--- config.mk ---
export PLATFORM = sky130hd
export DESIGN_NAME = button_conditioner
export DESIGN_NICKNAME = d
export VERILOG_FILES = /design/src/rtl/btn_pkg.sv /design/src/rtl/btn_debounce_ch.sv /design/src/rtl/button_conditioner.sv
export SDC_FILE = /design/constraint.sdc
export NUM_CORES = 1
export LEC_CHECK = 0
export CAP_MARGIN = 10
export CORE_MARGIN = 4
export CORE_UTILIZATION = 45
export DETAILED_ROUTE_END_ITERATION = 8
export SKIP_CTS_REPAIR_TIMING = 1
export SLEW_MARGIN = 20
export SYNTH_ARGS = -nofsm -noshare
export SYNTH_HDL_FRONTEND = slang
export SYNTH_HIERARCHICAL = 1
export SYNTH_SLANG_ARGS = --single-unit
--- constraint.sdc ---
create_clock -name clk -period 2.9 [get_ports clk]
set_input_delay 0.58 -clock clk [delete_from_list [all_inputs] [get_ports clk]]
set_output_delay 0.58 -clock clk [all_outputs]
set_load 0.05 [all_outputs]
--- src/rtl/btn_pkg.sv ---
// Shared constants and types for the push-button input stage.
package btn_pkg;

  localparam int BTN_A = 0;
  localparam int BTN_B = 1;
  localparam int BTN_C = 2;
  localparam int BTN_D = 3;

  // Board defaults at 50 MHz: 20 ms debounce, 500 ms first repeat, 100 ms repeat period.
  localparam int DEF_N_BTN           = 4;
  localparam int DEF_DEBOUNCE_CYCLES = 1000000;
  localparam int DEF_REPEAT_DELAY    = 25000000;
  localparam int DEF_REPEAT_RATE     = 5000000;

  typedef enum logic [1:0] {
    IDLE   = 2'd0,
    DELAY  = 2'd1,
    REPEAT = 2'd2
  } rpt_state_e;

endpackage

--- src/rtl/btn_debounce_ch.sv ---
// One button channel: 2-flop synchroniser, debounce counter, press/release pulses,
// and the auto-repeat FSM when BTN_AUTOREPEAT_EN is defined.
module btn_debounce_ch
  import btn_pkg::*;
#(
  parameter int DEBOUNCE_CYCLES = DEF_DEBOUNCE_CYCLES,
  parameter int REPEAT_DELAY    = DEF_REPEAT_DELAY,
  parameter int REPEAT_RATE     = DEF_REPEAT_RATE
) (
  input  logic clk,
  input  logic reset,
  input  logic btn_n,
  output logic pressed,
  output logic press_pulse,
  output logic release_pulse,
  output logic repeat_pulse
);

  localparam int CNT_W = $clog2(DEBOUNCE_CYCLES);

  if (DEBOUNCE_CYCLES < 2 || REPEAT_DELAY < 2 || REPEAT_RATE < 2) begin : g_bad_param
    $error("btn_debounce_ch: timing parameters must be at least 2");
  end

  logic             sync_a;
  logic             sync_s;
  logic             stable;
  logic [CNT_W-1:0] cnt;
  logic             flip;

  // stable is active-low like the raw key; flip fires on the last cycle of a full hold.
  assign flip    = (sync_s != stable) && (cnt == CNT_W'(DEBOUNCE_CYCLES - 1));
  assign pressed = ~stable;

  always_ff @(posedge clk) begin
    if (reset) begin
      sync_a        <= 1'b1;
      sync_s        <= 1'b1;
      stable        <= 1'b1;
      cnt           <= '0;
      press_pulse   <= 1'b0;
      release_pulse <= 1'b0;
    end else begin
      sync_a        <= btn_n;
      sync_s        <= sync_a;
      press_pulse   <= flip && stable;
      release_pulse <= flip && !stable;
      if (sync_s == stable || flip) cnt <= '0;
      else                          cnt <= cnt + 1'b1;
      if (flip) stable <= ~stable;
    end
  end

`ifdef BTN_AUTOREPEAT_EN
  localparam int RPT_MAX = (REPEAT_DELAY > REPEAT_RATE) ? REPEAT_DELAY : REPEAT_RATE;
  localparam int RCNT_W  = $clog2(RPT_MAX);

  rpt_state_e        rpt_state;
  rpt_state_e        rpt_state_nx;
  logic [RCNT_W-1:0] rcnt;
  logic [RCNT_W-1:0] rcnt_nx;

  always_ff @(posedge clk) begin
    if (reset) begin
      rpt_state <= IDLE;
      rcnt      <= '0;
    end else begin
      rpt_state <= rpt_state_nx;
      rcnt      <= rcnt_nx;
    end
  end

  // Release wins over a repeat due in the same cycle.
  always_comb begin
    rpt_state_nx = rpt_state;
    rcnt_nx      = rcnt;
    repeat_pulse = 1'b0;
    if (!pressed) begin
      rpt_state_nx = IDLE;
      rcnt_nx      = '0;
    end else begin
      case (rpt_state)
        IDLE: begin
          if (press_pulse) begin
            rpt_state_nx = DELAY;
            rcnt_nx      = '0;
          end
        end
        DELAY: begin
          if (rcnt == RCNT_W'(REPEAT_DELAY - 1)) begin
            repeat_pulse = 1'b1;
            rcnt_nx      = '0;
            rpt_state_nx = REPEAT;
          end else begin
            rcnt_nx = rcnt + 1'b1;
          end
        end
        REPEAT: begin
          if (rcnt == RCNT_W'(REPEAT_RATE - 1)) begin
            repeat_pulse = 1'b1;
            rcnt_nx      = '0;
          end else begin
            rcnt_nx = rcnt + 1'b1;
          end
        end
        default: begin
          rpt_state_nx = IDLE;
          rcnt_nx      = '0;
        end
      endcase
    end
  end
`else
  assign repeat_pulse = 1'b0;
`endif

endmodule

--- src/rtl/button_conditioner.sv ---
// Conditions N_BTN active-low board keys into clean levels and edge pulses.
// Define BTN_AUTOREPEAT_EN to build the per-channel auto-repeat pulse train.
module button_conditioner
  import btn_pkg::*;
#(
  parameter int N_BTN           = DEF_N_BTN,
  parameter int DEBOUNCE_CYCLES = DEF_DEBOUNCE_CYCLES,
  parameter int REPEAT_DELAY    = DEF_REPEAT_DELAY,
  parameter int REPEAT_RATE     = DEF_REPEAT_RATE
) (
  input  logic             clk,
  input  logic             reset,
  input  logic [N_BTN-1:0] btn_n,
  output logic [N_BTN-1:0] pressed,
  output logic [N_BTN-1:0] press_pulse,
  output logic [N_BTN-1:0] release_pulse,
  output logic [N_BTN-1:0] repeat_pulse,
  output logic             any_press
);

  for (genvar i = 0; i < N_BTN; i++) begin : g_ch
    btn_debounce_ch #(
      .DEBOUNCE_CYCLES (DEBOUNCE_CYCLES),
      .REPEAT_DELAY    (REPEAT_DELAY),
      .REPEAT_RATE     (REPEAT_RATE)
    ) u_ch (
      .clk           (clk),
      .reset         (reset),
      .btn_n         (btn_n[i]),
      .pressed       (pressed[i]),
      .press_pulse   (press_pulse[i]),
      .release_pulse (release_pulse[i]),
      .repeat_pulse  (repeat_pulse[i])
    );
  end

  assign any_press = |press_pulse;

endmodule

Yosys cells after proc, flatten, opt, wreduce, memory -nomap -nowiden
Index checks and enable logic that the tools add are counted.
{"block": "word_totals", "ff_bits": 100, "inputBits": 6, "elab_cells": 69}
{"block": "op_classes", "add_sub_neg": 4, "eq_ne": 12, "bitwise": 4, "n_reduce_logical": 25}
{"operator": "$add 20x1->20 const B", "n": 4}
{"operator": "$eq 20x20->1 const B", "n": 4}
{"operator": "$logic_and 1x1->1", "n": 12}
{"operator": "$reduce_or 2->1", "n": 4}
{"operator": "$eq 1x1->1", "n": 4}
{"operator": "$logic_not 1->1", "n": 4}
{"operator": "$logic_or 1x1->1", "n": 4}
{"operator": "$ne 1x1->1", "n": 4}
{"operator": "$not 1->1", "n": 4}
{"operator": "$reduce_or 4->1", "n": 1}

Depth between registers and ports, before layout
Gate-level depths: netlist (run 1).
{"block": "depth", "ltp_word": 4, "mapped_depth": 6, "ltp_nobuf": 5}

By module
The synthesis (run 1) kept the hierarchy.
{"mod": "btn_debounce_ch", "instances": 4, "cells_each": 122, "area_per_inst_um2": 1117.3, "seq_area_each_um2": 500.5}
{"mod": "button_conditioner", "instances": 1, "cells_each": 1, "area_per_inst_um2": 7.5, "seq_area_each_um2": 0.0}

Worst setup path before layout (run 1)
OpenSTA, ideal clock, no wires.
{"block": "synth_timing", "path_kind": "register to output", "from": "reg g_ch[1].u_ch.press_pulse", "to": "out any_press", "arrival_ns": 1.285, "path_slack_ns": 1.035, "stages_incl_launch_ff": 2, "path_buffers": 0, "cell_sequence": "dfxtp_1 > or4_1"}
{"block": "synth_between", "elab_chain_cells": 1}
{"element": "start, declared", "line": "btn_debounce_ch.sv:14", "rtl": "output logic press_pulse,"}
{"element": "start signal, assigned", "line": "btn_debounce_ch.sv:46", "rtl": "press_pulse <= flip && stable;"}
{"element": "$reduce_or 4->1", "line": "button_conditioner.sv:37", "rtl": "assign any_press = |press_pulse;"}
{"element": "end, declared", "line": "button_conditioner.sv:18", "rtl": "output logic any_press"}
No other way between the ends.

Final worst setup path (run 1)
Same ends and word-level chain as after synthesis.

==> out/metrics.cfg, run 1 <==
[outcome]
status=finished, final reports clean

[global_route]
grt_max_degree=20
grt-ovfl-total=0
grt_pass1_vias=3230
grt_usage_pct=15.8
use_met2_pct=24.8
use_met3_pct=3.90
grt_pass1_wl_um=14900
met1_usage_pct=21.0
grt.busiest_layer=met2
antenna_found_initial=0

[placement]
dp_hpwl_um=5840
io_buffers=18
placed_area_um2=4730
gp_congestion=0.750
dp_slack_ns=0.670

[clock_network]
root_buffer=clkbuf_8
cts_buffers=9
clk_latency_ns=0.37
cts_sinks=100
cts.clk_slew.worst_paths_ns=0.10
cts_tree=yes
ctsHtreeMaxLevel=3
cts_buffer_depth=2

[yosys]
synthTopCellsByArea=dfxtp_1 (45%), xor2_1 (5.5%), nor2_1 (4.4%)
synth_top_family_by_area=simple AND/OR/NAND/NOR gates
yosysWarnings=6
synth_fp_nets=499
synth.area.mux_share_pct=0
synth_compound_area_share_pct=9.28
syn_area_um2=4480
syn_avg_cell_area_um2=9.15
ys_types=37
synthXorXnorAreaFrac_pct=8.61
yosysSeqAreaShare_pct=44.7
synth-seq-cells=100
synth.top_cell.area_share_pct=44.7
yosys.area_share.simple_pct=32.6
yosys.area_share.adder_pct=1.12
synth_cells=489
yosysTopAreaCell=dfxtp_1

[power]
swShare_pct=22.0
p_seq_share_pct=60.0
leakage_nw=1.63
combPwrFrac_pct=1.9
peakVddDrop_mv=0.231
clockPowerShare_pct=38.1
cell_internal_pwr_mw=1.80
p_per_area_nw_per_um2=467
p_switching_mw=0.506

[detailed_routing]
firstDrtPassIters=6
drt-initial-drc-count=107
vias_per_cell=5.26
via_count=3395
wl_um=8410
wire_per_inst_um=13.0
detail-route-antenna-nets=0
remaining_drc_errors=0

[sta]
holdWs_ns=0.409
worst_pin_slew_ns=0.838
final-hold-violation-count=0
timing.fmax_ghz=0.402
relSlewSlack_pct=44.1
finalSetupViolCount=0
rsz0062_at_grt=false
fin_crit_ns=2.49
skew_ns=0.0130
fin_setup_tns_ns=0
worst_slack_ns=0.415
period_share_pct=85.7
drv_slew=0

[critical_path]
crit_end=any_press
worst_r2r_path_depth=4
endpoint_kind=output port
r2r_end=g_ch[2].u_ch/cnt[8]$_SDFF_PP0_
cp.required_ns=2.32
arrival_ns=1.91
max_stage_delay_ns=0.71
r2r_start=g_ch[2].u_ch/cnt[9]$_SDFF_PP0_
critical_path_class=reg -> out
rrSetupSlack_ns=0.94
critPathLaunch=g_ch[1].u_ch/press_pulse$_SDFF_PP0_
start_kind=flip-flop
worstPathCellList=or4_1, clkdlybuf4s50_1
cpMaxStageDelayCell=clkdlybuf4s50_1
worstPathMaxFanout=2

[job]
cap_viol_max_count=0

[finish]
drive_gt1_share_pct=12.9
fillers=954
layout_common_cells=dfxtp_1 (100), nor2_1 (52), nand3_1 (36)
final_nets=518
mostFrequentLayoutCell=dfxtp_1
synthToLayoutAreaGrowth_pct=10.1
diodes=0
fin_area_um2=4930

[floorplan]
dieWidth_um=108
rows=36
dieArea_um2=11600
start_util_pct=46.0
design.core.area_um2=9730
die_h_um=108
boundaryPins=23

[hold_path]
holdCritPathClass=reg -> reg

==> layer usage <==
| metal | share of wire, % | vias up |
|---|---|---|
| li1 | - | 1767 |
| met1 | 50 | 1579 |
| met2 | 46 | 37 |
| met3 | 3.3 | 12 |
| met4 | 1.3 | 0 |
| met5 | 0 | - |
==> area by class of cell <==
type	instances	area, um2	area share [%]
Timing Repair Buffer	20	195	3.96
Clock inverter	3	18.8	0.381
Clock buffer	13	179	3.63
Tap cell	133	166	3.37
Multi-Input combinational cell	365	2320	47.1
Sequential cell	100	2000	40.6
Inverter	12	45.0	0.913
==> critical path: cells and delay by family (launching register included) <==
family        cells  cell delay (ns)
buf+inv           1             0.71
simple gates      1             0.51
flops             1             0.32
==> sequential cells by signal, summed over array words and instances (netlist names) <==
name / count
g_ch.u_ch/cnt: 80
g_ch.u_ch/press_pulse: 4
g_ch.u_ch/stable: 4
g_ch.u_ch/sync_a: 4
g_ch.u_ch/sync_s: 4
g_ch.u_ch/release_pulse: 4
==> Yosys cell counts (all sizes together) <==
library cell    n
and2            8
xnor2          16
nand4          16
or2            12
nor2           52
or3            20
o21ai          28
conb            4
dfxtp         100
and4            4
or4             9
nand2          28
xor2           28
ha              4
nor4bb          4
buf            12
a31oi           4
o31ai           8
nand4b          4
nor4            4
inv            12
and4b           4
and3           16
nand2b          8
a21oi          32
nor3b           4
nor3           12
nand3          36
==> through the flow <==
| step | total power, mW | util (%) | std cells |
|---|---|---|---|
| detailed placement | 1.46 | 48.6 | 630 |
| CTS | 2.34 | 50.7 | 646 |
| floorplan | 1.45 | - | 489 |
| global route | 2.39 | 50.7 | 646 |
| finish | 2.30 | 50.7 | 646 |
| global placement | 1.46 | 48.6 | 630 |
==> cell families (layout without fill, tap and decap cells) <==
group                      count (synthesis)  in the layout
AOI/OAI and AO/OA                         72             72
buffers and inverters                     24             48
and+or+nand+nor                          241            241
DFF                                      100            100
adders and majority gates                  4              4
xor gates and xnor gates                  44             44
other                                      4              4
==> power by group through the flow <==
stage                     sequential (mW)  clock [mW]  combinational [mW]
after global placement               1.41           0              0.0446
after detailed placement             1.41           0              0.0453
after global routing                 1.38       0.961              0.0490
after CTS                            1.38       0.913              0.0452
final                                1.38       0.877              0.0448
after floorplan                      1.41           0              0.0333
==> worst min-delay path by stage <==
stage | from | to | slack (ns) | cells past startpoint
floorplan | g_ch[0].u_ch/sync_a$_SDFF_PP1_ | g_ch[0].u_ch/sync_s$_SDFF_PP1_ | 0.39 | 1
global placement | g_ch[0].u_ch/sync_a$_SDFF_PP1_ | g_ch[0].u_ch/sync_s$_SDFF_PP1_ | 0.39 | 1
detailed placement | g_ch[3].u_ch/sync_a$_SDFF_PP1_ | g_ch[3].u_ch/sync_s$_SDFF_PP1_ | 0.39 | 1
CTS | g_ch[2].u_ch/sync_a$_SDFF_PP1_ | g_ch[2].u_ch/sync_s$_SDFF_PP1_ | 0.41 | 1
global route | g_ch[2].u_ch/sync_a$_SDFF_PP1_ | g_ch[2].u_ch/sync_s$_SDFF_PP1_ | 0.44 | 1
finish | g_ch[2].u_ch/sync_a$_SDFF_PP1_ | g_ch[2].u_ch/sync_s$_SDFF_PP1_ | 0.41 | 1
No activity file was read; power rests on OpenSTA's default activity.
==> run 2, diff against run 1 <==
SLEW_MARGIN = 10   (was 20)
==> results of run 2 <==
Same layout as run 1: the final DEF is identical, and so are final timing and power.
